$ cat config.mk
export PLATFORM = sky130hd
export DESIGN_NAME = psram_frame_reader
export DESIGN_NICKNAME = d
export VERILOG_FILES = /design/src/rtl/PSRAM_Utilities.sv /design/src/rtl/psram_frame_reader.sv
export SDC_FILE = /design/constraint.sdc
export NUM_CORES = 1
export LEC_CHECK = 0
export BUFFER_PORTS_ARGS = -buffer_cell sky130_fd_sc_hd__clkbuf_2
export CORE_ASPECT_RATIO = 2
export CORE_MARGIN = 5
export CORE_UTILIZATION = 51
export CTS_CLUSTER_DIAMETER = 150
export DETAILED_ROUTE_END_ITERATION = 16
export GPL_TIMING_DRIVEN = 0
export PLACE_DENSITY_LB_ADDON = 0.3
export SETUP_SLACK_MARGIN = 0.2
export SYNTH_ARGS = -nofsm -noshare
export SYNTH_HDL_FRONTEND = slang
export SYNTH_SLANG_ARGS = --single-unit
export TNS_END_PERCENT = 100
$ cat constraint.sdc
create_clock -name clk -period 2.9 [get_ports clk]
set_input_delay 0.58 -clock clk [delete_from_list [all_inputs] [get_ports clk]]
set_output_delay 0.58 -clock clk [all_outputs]
set_load 0.05 [all_outputs]
$ cat src/rtl/PSRAM_Utilities.sv
// Shared PSRAM helpers: command encodings, reader state type and burst timing
// derived from the controller's burst length.
package PSRAM_Utilities;

  localparam logic CMD_READ  = 1'b0;
  localparam logic CMD_WRITE = 1'b1;

  typedef enum logic [2:0] {
    IDLE,
    WAIT_SPACE,
    ISSUE,
    WAIT_DATA,
    RECEIVE,
    GAP,
    DONE
  } reader_state_e;

  // Data beats on the 64-bit user bus for one burst (16/32/64/128 -> 4/8/16/32).
  function automatic int burst_cycles(input int burst);
    return burst / 4;
  endfunction

  // Minimum cmd_en-to-cmd_en spacing in clk_out cycles (32 -> 19).
  function automatic int burst_delay(input int burst);
    return burst_cycles(burst) + 11;
  endfunction

endpackage

$ cat src/rtl/psram_frame_reader.sv
// Streams a frame of fixed-length PSRAM read bursts into a downstream FIFO,
// issuing a burst only when the FIFO can absorb all of its beats.
module psram_frame_reader
  import PSRAM_Utilities::*;
#(
  parameter int MEMORY_BURST = 32,
  parameter int ADDR_WIDTH   = 21,
  parameter int DATA_WIDTH   = 64,
  parameter int FRAME_BURSTS = 4800
) (
  input  logic                  clk,
  input  logic                  reset,
  input  logic                  init_calib,
  input  logic                  start,
  input  logic [ADDR_WIDTH-1:0] base_addr,
  output logic                  cmd,
  output logic                  cmd_en,
  output logic [ADDR_WIDTH-1:0] addr,
  input  logic [DATA_WIDTH-1:0] rd_data,
  input  logic                  rd_data_valid,
  input  logic [7:0]            fifo_free,
  output logic                  fifo_wr_en,
  output logic [DATA_WIDTH-1:0] fifo_wr_data,
  output logic                  busy,
  output logic                  done,
  output logic                  error
);

  localparam int N     = burst_cycles(MEMORY_BURST);
  localparam int D     = burst_delay(MEMORY_BURST);
  localparam int DLY_W = 8;
  localparam int BEAT_W = 8;
  localparam int IDX_W = $clog2(FRAME_BURSTS + 1);

  localparam logic [DLY_W-1:0]      TIMEOUT    = DLY_W'(2 * D);
  // WAIT_SPACE and ISSUE add two cycles before the next cmd_en becomes visible.
  localparam logic [DLY_W-1:0]      GAP_END    = DLY_W'(D - 2);
  localparam logic [BEAT_W-1:0]     LAST_BEAT  = BEAT_W'(N - 1);
  localparam logic [IDX_W-1:0]      LAST_IDX   = IDX_W'(FRAME_BURSTS);
  localparam logic [7:0]            MIN_FREE   = 8'(N);
  localparam logic [ADDR_WIDTH-1:0] BURST_STEP = ADDR_WIDTH'(MEMORY_BURST);

  reader_state_e         state_q, state_d;
  logic [ADDR_WIDTH-1:0] burst_addr_q, burst_addr_d;
  logic [IDX_W-1:0]      idx_q, idx_d, idx_next;
  logic [DLY_W-1:0]      dly_q, dly_d;
  logic [BEAT_W-1:0]     beat_q, beat_d;
  logic                  stale_q, stale_d;
  logic                  calib_lost_q, calib_lost_d;
  logic                  cmd_en_q, cmd_en_d;
  logic [ADDR_WIDTH-1:0] addr_q, addr_d;
  logic                  wr_en_q, wr_en_d;
  logic [DATA_WIDTH-1:0] wr_data_q, wr_data_d;
  logic                  busy_q, busy_d;
  logic                  done_q, done_d;
  logic                  error_q, error_d;
  logic                  in_window;
  logic                  abort;

  assign idx_next  = idx_q + IDX_W'(1);
  assign in_window = (state_q == WAIT_DATA) || (state_q == RECEIVE);
  assign abort     = calib_lost_q || !init_calib;

  // NOTE: every *_d gets a default at the top of the block so no path leaves it unassigned (no latches).
  always_comb begin
    state_d      = state_q;
    burst_addr_d = burst_addr_q;
    idx_d        = idx_q;
    dly_d        = (dly_q != '1) ? dly_q + DLY_W'(1) : dly_q;
    beat_d       = beat_q;
    stale_d      = stale_q;
    calib_lost_d = calib_lost_q || !init_calib;
    cmd_en_d     = 1'b0;
    addr_d       = addr_q;
    wr_en_d      = 1'b0;
    wr_data_d    = wr_data_q;
    error_d      = error_q;

    // Beats from an aborted burst may still trickle in after reset.
    if (rd_data_valid) begin
      if (in_window) begin
        wr_en_d   = 1'b1;
        wr_data_d = rd_data;
      end else if (!stale_q) begin
        error_d = 1'b1;
      end
    end

    unique case (state_q)
      IDLE: begin
        calib_lost_d = 1'b0;
        if (start && init_calib) begin
          burst_addr_d = base_addr;
          idx_d        = '0;
          state_d      = WAIT_SPACE;
        end
      end
      WAIT_SPACE: begin
        if (abort) begin
          error_d = 1'b1;
          state_d = IDLE;
        end else if (fifo_free >= MIN_FREE) begin
          state_d = ISSUE;
        end
      end
      ISSUE: begin
        cmd_en_d = 1'b1;
        addr_d   = burst_addr_q;
        dly_d    = DLY_W'(1);
        beat_d   = '0;
        stale_d  = 1'b0;
        state_d  = WAIT_DATA;
      end
      WAIT_DATA: begin
        if (rd_data_valid) begin
          beat_d  = BEAT_W'(1);
          state_d = RECEIVE;
        end else if (dly_q == TIMEOUT) begin
          error_d = 1'b1;
          state_d = IDLE;
        end
      end
      RECEIVE: begin
        if (rd_data_valid) begin
          beat_d = beat_q + BEAT_W'(1);
          if (beat_q == LAST_BEAT) state_d = GAP;
        end
      end
      GAP: begin
        if (dly_q >= GAP_END) begin
          idx_d        = idx_next;
          burst_addr_d = burst_addr_q + BURST_STEP;
          if (abort) begin
            error_d = 1'b1;
            state_d = IDLE;
          end else if (idx_next == LAST_IDX) begin
            state_d = DONE;
          end else begin
            state_d = WAIT_SPACE;
          end
        end
      end
      DONE:    state_d = IDLE;
      default: state_d = IDLE;
    endcase

    busy_d = (state_d != IDLE);
    done_d = (state_d == DONE);
  end

  // NOTE: sequential state uses non-blocking assignments only, so every flop samples pre-edge values.
  always_ff @(posedge clk) begin
    if (reset) begin
      state_q      <= IDLE;
      burst_addr_q <= '0;
      idx_q        <= '0;
      dly_q        <= '0;
      beat_q       <= '0;
      stale_q      <= 1'b1;
      calib_lost_q <= 1'b0;
      cmd_en_q     <= 1'b0;
      addr_q       <= '0;
      wr_en_q      <= 1'b0;
      wr_data_q    <= '0;
      busy_q       <= 1'b0;
      done_q       <= 1'b0;
      error_q      <= 1'b0;
    end else begin
      state_q      <= state_d;
      burst_addr_q <= burst_addr_d;
      idx_q        <= idx_d;
      dly_q        <= dly_d;
      beat_q       <= beat_d;
      stale_q      <= stale_d;
      calib_lost_q <= calib_lost_d;
      cmd_en_q     <= cmd_en_d;
      addr_q       <= addr_d;
      wr_en_q      <= wr_en_d;
      wr_data_q    <= wr_data_d;
      busy_q       <= busy_d;
      done_q       <= done_d;
      error_q      <= error_d;
    end
  end

  assign cmd          = CMD_READ;
  assign cmd_en       = cmd_en_q;
  assign addr         = addr_q;
  assign fifo_wr_en   = wr_en_q;
  assign fifo_wr_data = wr_data_q;
  assign busy         = busy_q;
  assign done         = done_q;
  assign error        = error_q;

endmodule

# Word level (Yosys, flattened, before mapping)
# Cells that the tools add are included.
[classes]
add_sub_neg = 4
mul = 0
div_mod_pow = 0
magnitude_cmp = 2
n_eq_ne = 14
n_shift = 0
mux = 32
n_bitwise = 1
n_reduce_logical = 15
[ops]
columns = ["op", "n"]
rows = [
  ["$mux W21", 2],
  ["$pmux W21 S2", 1],
  ["$mux W3", 10],
  ["$mux W13", 2],
  ["$pmux W13 S2", 1],
  ["$pmux W8 S3", 1],
  ["$add A21 B6 Y21 const B", 1],
  ["$pmux W3 S6", 1],
  ["$add A8 B1 Y8 const B", 2],
  ["$mux W8", 2],
  ["$add A13 B1 Y13 const B", 1],
  ["$eq A13 B13 Y1 const B", 1],
  ["$mux W1", 11],
  ["$eq A3 B3 Y1 const B", 3],
  ["$eq A8 B3 Y1 const B", 1],
  ["$eq A8 B6 Y1 const B", 1],
  ["$ge A8 B4 Y1 const B", 1],
  ["$ge A8 B5 Y1 const B", 1],
  ["$ne A2 B2 Y1 const B", 4],
  ["$ne A8 B8 Y1 const B", 1],
  ["$eq A3 B2 Y1 const B", 2],
  ["$reduce_and A3 Y1", 2],
  ["$reduce_bool A3 Y1", 2],
  ["$reduce_or A2 Y1", 3],
  ["other kinds (9)", 11],
]
[word_totals]
ff_bits = 145
latchBits = 0
mem_bits_rw = 0
rom_bits = 0
elab_cells = 83
mem_count = 0

# Longest topological paths before layout
# Gate-level depths: netlist (run 1).
[depth]
depth_word = 7
depth_mapped = 9

# Least setup slack after synthesis (run 1)
# OpenSTA, ideal clock, no wires.
[synth_timing]
path_type = "register to register"
start = "register dly_q[1]"
end = "register idx_q[5]"
setup_ps = 128
arrival_time_ps = 2165
required_time_ps = 2772
setup_slack_ps = 607
stages_incl_launch_ff = 10
n_path_buf = 1
path_cell_list = "dfxtp_1 > inv_1 > ha_1 > or4b_4 > a2111o_1 > nand2_1 > buf_2 > o21ai_0 > a21oi_1 > nor2_1"
[synth_via]
elab_chain_len = 3
[synth_lines]
columns = ["item", "line_no", "text"]
rows = [
  ["start: declaration", "psram_frame_reader.sv:46", "logic [DLY_W-1:0] dly_q, dly_d;"],
  ["start signal: assignment", "psram_frame_reader.sv:172", "dly_q <= dly_d;"],
  ["$ge A8 B5 Y1", "psram_frame_reader.sv:130", "if (dly_q >= GAP_END) begin"],
  ["$ne A2 B2 Y1 (no line)", "-", ""],
  ["$reduce_and A3 Y1 (no line)", "-", ""],
  ["end signal: assignment", "psram_frame_reader.sv:171", "idx_q <= idx_d;"],
  ["end: declaration", "psram_frame_reader.sv:45", "logic [IDX_W-1:0] idx_q, idx_d, idx_next;"],
]
# No other way between the ends.
# A chain may end at the register's enable or synchronous reset.

# Final worst setup path (run 1)
[layout_timing]
start = "register dly_q[1]"
end = "register burst_addr_q[8]"
[layout_via]
elab_chain_len = 3
[layout_lines]
columns = ["item", "line_no", "text"]
rows = [
  ["$ge A8 B5 Y1", "psram_frame_reader.sv:130", ""],
  ["$ne A2 B2 Y1 (no line)", "-", ""],
  ["$reduce_and A3 Y1 (no line)", "-", ""],
  ["end signal: assignment", "psram_frame_reader.sv:170", "burst_addr_q <= burst_addr_d;"],
  ["end: declaration", "psram_frame_reader.sv:44", "logic [ADDR_WIDTH-1:0] burst_addr_q, burst_addr_d;"],
]
# No other way between the ends.

==> results of run 1 <==
## flip-flops by register name, summed over array words and instances (netlist names)
signal,count
beat_q,8
stale_q,1
busy,1
fifo_wr_data,64
cmd_en,1
error,1
done,1
burst_addr_q,21
calib_lost_q,1
fifo_wr_en,1
addr,21
dly_q,8
idx_q,13
state_q,3
## worst max-delay path by stage
stage | from | endpoint | slack (ps) | depth (start not counted)
after floorplan | dly_q[1]$_SDFFE_PP0P_ | idx_q[5]$_SDFFE_PP0P_ | 610 | 9
after global routing | dly_q[1]$_SDFFE_PP0P_ | burst_addr_q[8]$_SDFFE_PP0P_ | 180 | 8
after CTS | state_q[2]$_SDFF_PP0_ | fifo_wr_data[32]$_SDFFE_PP0P_ | 210 | 7
final | dly_q[1]$_SDFFE_PP0P_ | burst_addr_q[8]$_SDFFE_PP0P_ | 310 | 8
after global placement | state_q[2]$_SDFF_PP0_ | fifo_wr_data[44]$_SDFFE_PP0P_ | 260 | 7
after detailed placement | dly_q[1]$_SDFFE_PP0P_ | burst_addr_q[8]$_SDFFE_PP0P_ | 210 | 8
## power breakdown
| part | switching (W) | total, W | internal [W] | leakage, nW |
|---|---|---|---|---|
| Clock | 0.000930 | 0.00223 | 0.00130 | 0.282 |
| Combinational | 0.000222 | 0.000347 | 0.000126 | 1.73 |
| Sequential | 0.0000345 | 0.00207 | 0.00203 | 1.17 |
## per-layer routing
metal / track usage / share of wire
met1: 0.2491 / 0.34
met2: 0.4632 / 0.54
met3: 0.05710 / 0.067
met4: 0.1678 / 0.054
met5: 0 / 0
## logic make-up after synthesis
family          Yosys count
simple gates            362
mux                       2
xor+xnor                 13
flops                   145
compound gates          200
fa+ha+maj                 8
other cells               1
buf+inv                  58
## worst register-to-register path, cell delays in order, from the launching register on
cell	delay [ps]
dfxtp_1	390
inv_1	100
ha_1	190
or4b_4	520
a2111oi_4	520
o21ai_4	190
clkbuf_2	260
a22oi_1	220
nor2_1	60
## through the flow
stage                       util  area [um^2]  hold slack (ps)  cells
after global routing      0.6587         7939            369.3   1152
after global placement    0.6068         7313            438.3   1120
after floorplan                -         6208            427.6    789
after CTS                 0.6566         7914            360.5   1151
final                     0.6587         7939            373.0   1152
after detailed placement  0.6068         7313            446.0   1120
## layout by cell type, fill, tap and decap left out, types with 5 or more instances in the layout
| cell type | n |
|---|---|
| and3_1 | 11 |
| nand3_1 | 20 |
| nor3_1 | 12 |
| inv_1 | 6 |
| and2_1 | 5 |
| xnor2_1 | 7 |
| dfxtp_1 | 145 |
| a21oi_1 | 130 |
| nand2_1 | 218 |
| clkbuf_2 | 187 |
| xor2_1 | 6 |
| a211oi_1 | 7 |
| a21o_1 | 6 |
| nand2b_1 | 6 |
| clkbuf_16 | 17 |
| buf_1 | 9 |
| clkbuf_1 | 32 |
| o21ai_0 | 23 |
| nand4_1 | 6 |
| ha_1 | 8 |
| nor2_1 | 47 |
| nor4_1 | 7 |
## repair_timing
action,4_1_cts,5_1_grt
buffers inserted,0,1
hold buffers,0,0
setup endpoints to repair,0,74
resized for setup,0,8
## area by class of cell
cell class	count	area [um^2]	area share
buffer	52	226.5	0.02853
clock buffer	17	425.4	0.05359
clock inverter	14	175.2	0.02206
inverter	6	22.52	0.002837
multi-input combinational	586	3074	0.3872
sequential	145	2903	0.3656
tap	147	183.9	0.02317
timing repair buffer	185	928.4	0.1169
## cell usage after synthesis (4+ instances only)
cell / number
nand3_1: 20
nand2_1: 218
a211oi_1: 7
xor2_1: 6
and2_1: 5
inv_1: 6
o21ai_0: 24
nor4_1: 7
dfxtp_1: 145
a21o_1: 6
ha_1: 8
xnor2_1: 7
a21oi_1: 130
nand4_1: 6
clkbuf_1: 34
nor3_1: 12
and3_1: 11
buf_2: 5
nand2b_1: 6
nor2_1: 47
nor2b_1: 4
buf_1: 9
==> flow_metrics.tcl, run 1 <==
set metrics [dict create \
    status "complete, no violations" \
    crit_type "register to register" \
    pre_cts_ws_ps 212.8 \
    crit_slowest_cell "or4b_4" \
    htree_levels 4 \
    worst_pin_slew_ps 697.3 \
    cp_num_buf_inv 2 \
    path_max_fanout 10 \
    grt_pass1_wl_um 29610 \
    r2r_end "burst_addr_q[8]$_SDFFE_PP0P_" \
    root_buffer "clkbuf_16" \
    antenna_left 0 \
    synthMuxAreaShare 0.003225 \
    timing.max_cap.violations 0 \
    rsz0062_at_grt "yes" \
    synth.distinct_cells 66 \
    crit_arrival_ps 2880 \
    drive_above_1_share 0.2428 \
    powerDensity_nw_per_um2 584.2 \
    io_buffers 184 \
    grt_pass1_vias 6300 \
    required_ps 3190 \
    synth_compound_area_frac 0.1902 \
    fin_nets 1099 \
    fin_tns_setup_ps 0 \
    clkTransAtPathRegs_ps 70 \
    yosys_warnings 0 \
    synth-adder-area-share 0.01612 \
    slew_viol_final 0 \
    slowest_delay_ps 520 \
    maxSlewHeadroom 0.5334 \
    synthTopCellsByArea "dfxtp_1 (47%), nand2_1 (13%), a21oi_1 (10%), nor2_1 (2.8%), clkbuf_1 (2.1%)" \
    syn-cell-area_um2 6208 \
    drc_errors 0 \
    synthXorXnorAreaFrac 0.01834 \
    yosys.area_share.simple 0.2646 \
    dpl.hpwl_um 14050 \
    ys_ff_latch 145 \
    leakage_nw 3.187 \
    period_share 0.8924 \
    gr-total-overflow 0 \
    r2r-start "dly_q[1]$_SDFFE_PP0P_" \
    clock_skew_ps 10.93 \
    die_y_um 166.0 \
    wire_per_inst_um 15.93 \
    hold_class "input pin to register" \
    rows 57 \
    antenna_found_initial 0 \
    track_usage 0.2564 \
    ys_seq_area_frac 0.4676 \
    wirelength_um 18360 \
    core-area_um2 12050 \
    synth-edff-count 0 \
    power.total_w 0.004638 \
    cts_inserted_buffers 17 \
    num_io_pins 189 \
    place_congestion 0.8744 \
    postSynthAreaPerCell_um2 7.869 \
    drt_pass1_iterations 6 \
    setup_ws_ps 312.1 \
    synth.net_count 895 \
    fmaxAchievable_ghz 0.3864 \
    cts_buffer_depth 2 \
    dr_total_vias 6272 \
    fill_cells 1093 \
    avgViaCountPerCell 5.444 \
    hold_depth 3 \
    setup_viol 0 \
    cts_tree "built" \
    synth.largest_area_cell "dfxtp_1" \
    timing_hold_violations_final 0 \
    critPathLaunchType "register" \
    synth_top_family_by_area "simple AND/OR/NAND/NOR gates" \
    drtIter0Drc 342 \
    holdPathEnd "fifo_wr_data[17]$_SDFFE_PP0P_" \
    grt_max_degree 17 \
    fin_crit_ps 2588 \
    regToRegSetupSlack_ps 310 \
    die_area_um2 14610 \
    area_growth_pct 27.87 \
    synth.top_cell.area_share 0.4676 \
    peakVddDrop_v 0.0004788 \
    initial_core_util 0.5151 \
    syn_inst 789 \
    critPathCaptureType "register" \
    insertedDiodeCount 0 \
    synth_flop_cell "dfxtp_1" \
    synth-async-reset-ratio 0 \
    path_delay_family "compound AO/OA/AOI/OAI gates" \
    rr_worst_depth 8 \
    clk_latency_ps 420 \
    hold_path_startpoint "rd_data[17]" \
    cp_cell_sequence "inv_1 -> ha_1 -> or4b_4 -> a2111oi_4 -> o21ai_4 -> clkbuf_2 -> a22oi_1 -> nor2_1" \
    fp.dieW_um 88.02 \
    cts_sinks 145 \
]
Power figures use the tool's default switching activity.
==> run 2: changes to the inputs <==
- ABC_AREA: default -> 1
- CORE_MARGIN: 5 -> 1
==> run 2 against run 1 <==
  * Count of clock-buffer cells in the layout rose by 1
  * Clock power down 8%
  * First-iteration DRC count decreased by 38%
  * Critical endpoint is now busy$_SDFF_PP0_
==> flow_metrics.tcl, run 2 <==
set metrics [dict create \
    cts_sinks 145 \
    rows 56 \
    cp_num_buf_inv 1 \
    regArea_um2 2903 \
    clkTransAtPathRegs_ps 60 \
    synth_most_common_cell "nor2_1" \
    slew_viol_final 0 \
    crit_top_cell "nand2_1" \
    cts_inserted_buffers 17 \
    drive_above_1_share 0.2519 \
    gr-total-overflow 0 \
    cts_buffer_depth 2 \
    fin_tns_setup_ps 0 \
    path_delay_family "simple AND/OR/NAND/NOR gates" \
    antenna_left 0 \
    num_io_pins 189 \
    crit_slowest_cell "dfxtp_1" \
    setup_viol 0 \
    grt_pass1_vias 5861 \
    ys_ff_latch 145 \
    synth_flop_cell "dfxtp_1" \
    syn_inst 850 \
    fmaxAchievable_ghz 0.4787 \
    initial_core_util 0.5249 \
    fill_cells 1104 \
    antenna_found_initial 0 \
    final_cell_mix "clkbuf_2 (183), nor2_1 (178), dfxtp_1 (145)" \
    timing_hold_violations_final 0 \
    path_max_fanout 8 \
    peakVddDrop_v 0.0004469 \
    yosys_warnings 0 \
    fin_crit_ps 2089 \
    clk_latency_ps 420 \
    dr_total_vias 6199 \
    largest_register_ffs 64 \
    critPathCaptureType "register" \
    synth.net_count 956 \
    synth.largest_area_cell "dfxtp_1" \
    critPathLaunchType "register" \
    synth_top_family_by_area "simple AND/OR/NAND/NOR gates" \
    fp.dieW_um 79.83 \
    leakage_nw 3.470 \
    core-area_um2 11770 \
    maxSlewHeadroom 0.6231 \
    cts_tree "built" \
    rr_worst_depth 15 \
    synth.distinct_cells 35 \
    hold_class "input pin to register" \
    synth-async-reset-ratio 0 \
    ys_seq_area_frac 0.4698 \
    cp_cell_sequence "ha_1 -> inv_1 -> nand2_1 -> nand2_1 -> nor2_1 -> nand3_1 -> nor2_1 -> nand2_1 -> nor2_2 -> nand4_1 -> nand2_1 -> nand2_1 -> nand2_1 -> nand2_1 -> nand2_1" \
    synthMuxAreaShare 0 \
    multi_input_area_um2 2836 \
    postSynthAreaPerCell_um2 7.269 \
    place_congestion 0.8731 \
    synth-adder-area-share 0.01620 \
    wire_per_inst_um 13.71 \
    syn-cell-area_um2 6178 \
    drtIter0Drc 212 \
    hold_depth 3 \
    worst-path-stages 15 \
    die_y_um 157.7 \
    period_share 0.7203 \
    synth-edff-count 0 \
    crit_arrival_ps 2450 \
    drc_errors 0 \
    timing.max_cap.violations 0 \
    synthXorXnorAreaFrac 0.01134 \
    powerDensity_nw_per_um2 579.5 \
    clock_skew_ps 11.55 \
    rsz0062_at_grt "no" \
    cts_resized 0 \
    htree_levels 4 \
    io_buffers 183 \
    area_growth_pct 26.71 \
    fin_nets 1158 \
    dpl.hpwl_um 12600 \
    synth.top_cell.area_share 0.4698 \
    cts_hold_buffers 0 \
    crit_type "register to register" \
    die_area_um2 12590 \
    grt_pass1_wl_um 26230 \
    yosys.area_share.simple 0.2693 \
    insertedDiodeCount 0 \
    slowest_delay_ps 500 \
    root_buffer "clkbuf_16" \
    drt_pass1_iterations 5 \
    worst_pin_slew_ps 565.3 \
    wirelength_um 16580 \
    ys_top_cells_by_count "nor2_1 (178), dfxtp_1 (145), nand2_1 (143), o21ai_0 (101), inv_1 (62)" \
    final_common_cell "clkbuf_2" \
    avgViaCountPerCell 5.127 \
    track_usage 0.2713 \
    cts_setup_buffers 0 \
    synthTopCellsByArea "dfxtp_1 (47%), nor2_1 (11%), nand2_1 (8.7%), o21ai_0 (8.2%), inv_1 (3.8%)" \
    synth_compound_area_frac 0.1616 \
    required_ps 3260 \
    status "complete, no violations" \
    whs_ps 388.1 \
    grt_max_degree 17 \
]
==> run 2: cell types whose count changed in the layout (fill, tap and decap cells not counted), moves of 12 or more <==
cell	before	now
nor2_1	47	178
a21oi_1	130	41
o21ai_0	23	101
nand2_1	218	143
inv_1	6	62
nand3_1	20	37
clkbuf_1	32	20
==> run 2: where the power goes <==
group	switching (W)	total [W]	leakage (nW)	internal, W
logic	0.000260	0.000395	2.02	0.000135
clock network	0.000859	0.00206	0.272	0.00120
registers	0.0000424	0.00209	1.17	0.00204
total	0.00116	0.00454	3.47	0.00338
==> run 2: worst register-to-register path: cells and delay by family (launching register included) <==
kind	cells	cell delay, ps
and+or+nand+nor	13	1110
adders and majority gates	1	340
buffers and inverters	1	70
DFF	1	500
==> run 2: logic make-up after synthesis <==
logic type / after synthesis
XOR/XNOR: 8
adder cells (fa/ha/maj): 8
other: 1
AND/OR/NAND/NOR: 397
AO/OA/AOI/OAI: 182
flip-flops: 145
buffers and inverters: 109
==> run 2: worst paths after layout <==
check	startpoint	end	slack [ps]
worst max-delay path	idx_q[0]$_SDFFE_PP0P_	busy$_SDFF_PP0_	810
worst min-delay path	rd_data[35]	fifo_wr_data[35]$_SDFFE_PP0P_	390
worst max register to register	idx_q[0]$_SDFFE_PP0P_	busy$_SDFF_PP0_	810
worst min register to register	burst_addr_q[1]$_SDFFE_PP0P_	burst_addr_q[1]$_SDFFE_PP0P_	460
==> run 2: per-stage QoR <==
step	cell area (um^2)	setup slack (ps)	total power, W	utilization	std cells
detailed placement	7276	719.3	0.002521	0.6181	1178
global placement	7276	742.6	0.002514	0.6181	1178
floorplan	6178	1204	0.002374	-	850
CTS	7829	825.7	0.004562	0.6651	1209
finish	7829	811.1	0.004537	0.6651	1209
global route	7829	543.6	0.004694	0.6651	1209
==> run 2: routing by layer <==
layer,global-route usage,up-vias,share of wire
met2,0.5234,216,0.55
li1,-,3157,-
met1,0.2524,2786,0.36
met3,0.07378,40,0.059
met5,0,-,0
met4,0.1335,0,0.032
==> run 2: layout make-up <==
class | count | share of cell area
Buffer | 38 | 0.02206
Clock buffer | 18 | 0.05610
Clock inverter | 13 | 0.01454
Inverter | 71 | 0.03404
Multi-Input combinational cell | 596 | 0.3623
Sequential cell | 145 | 0.3708
Tap cell | 145 | 0.02317
Timing Repair Buffer | 183 | 0.1170
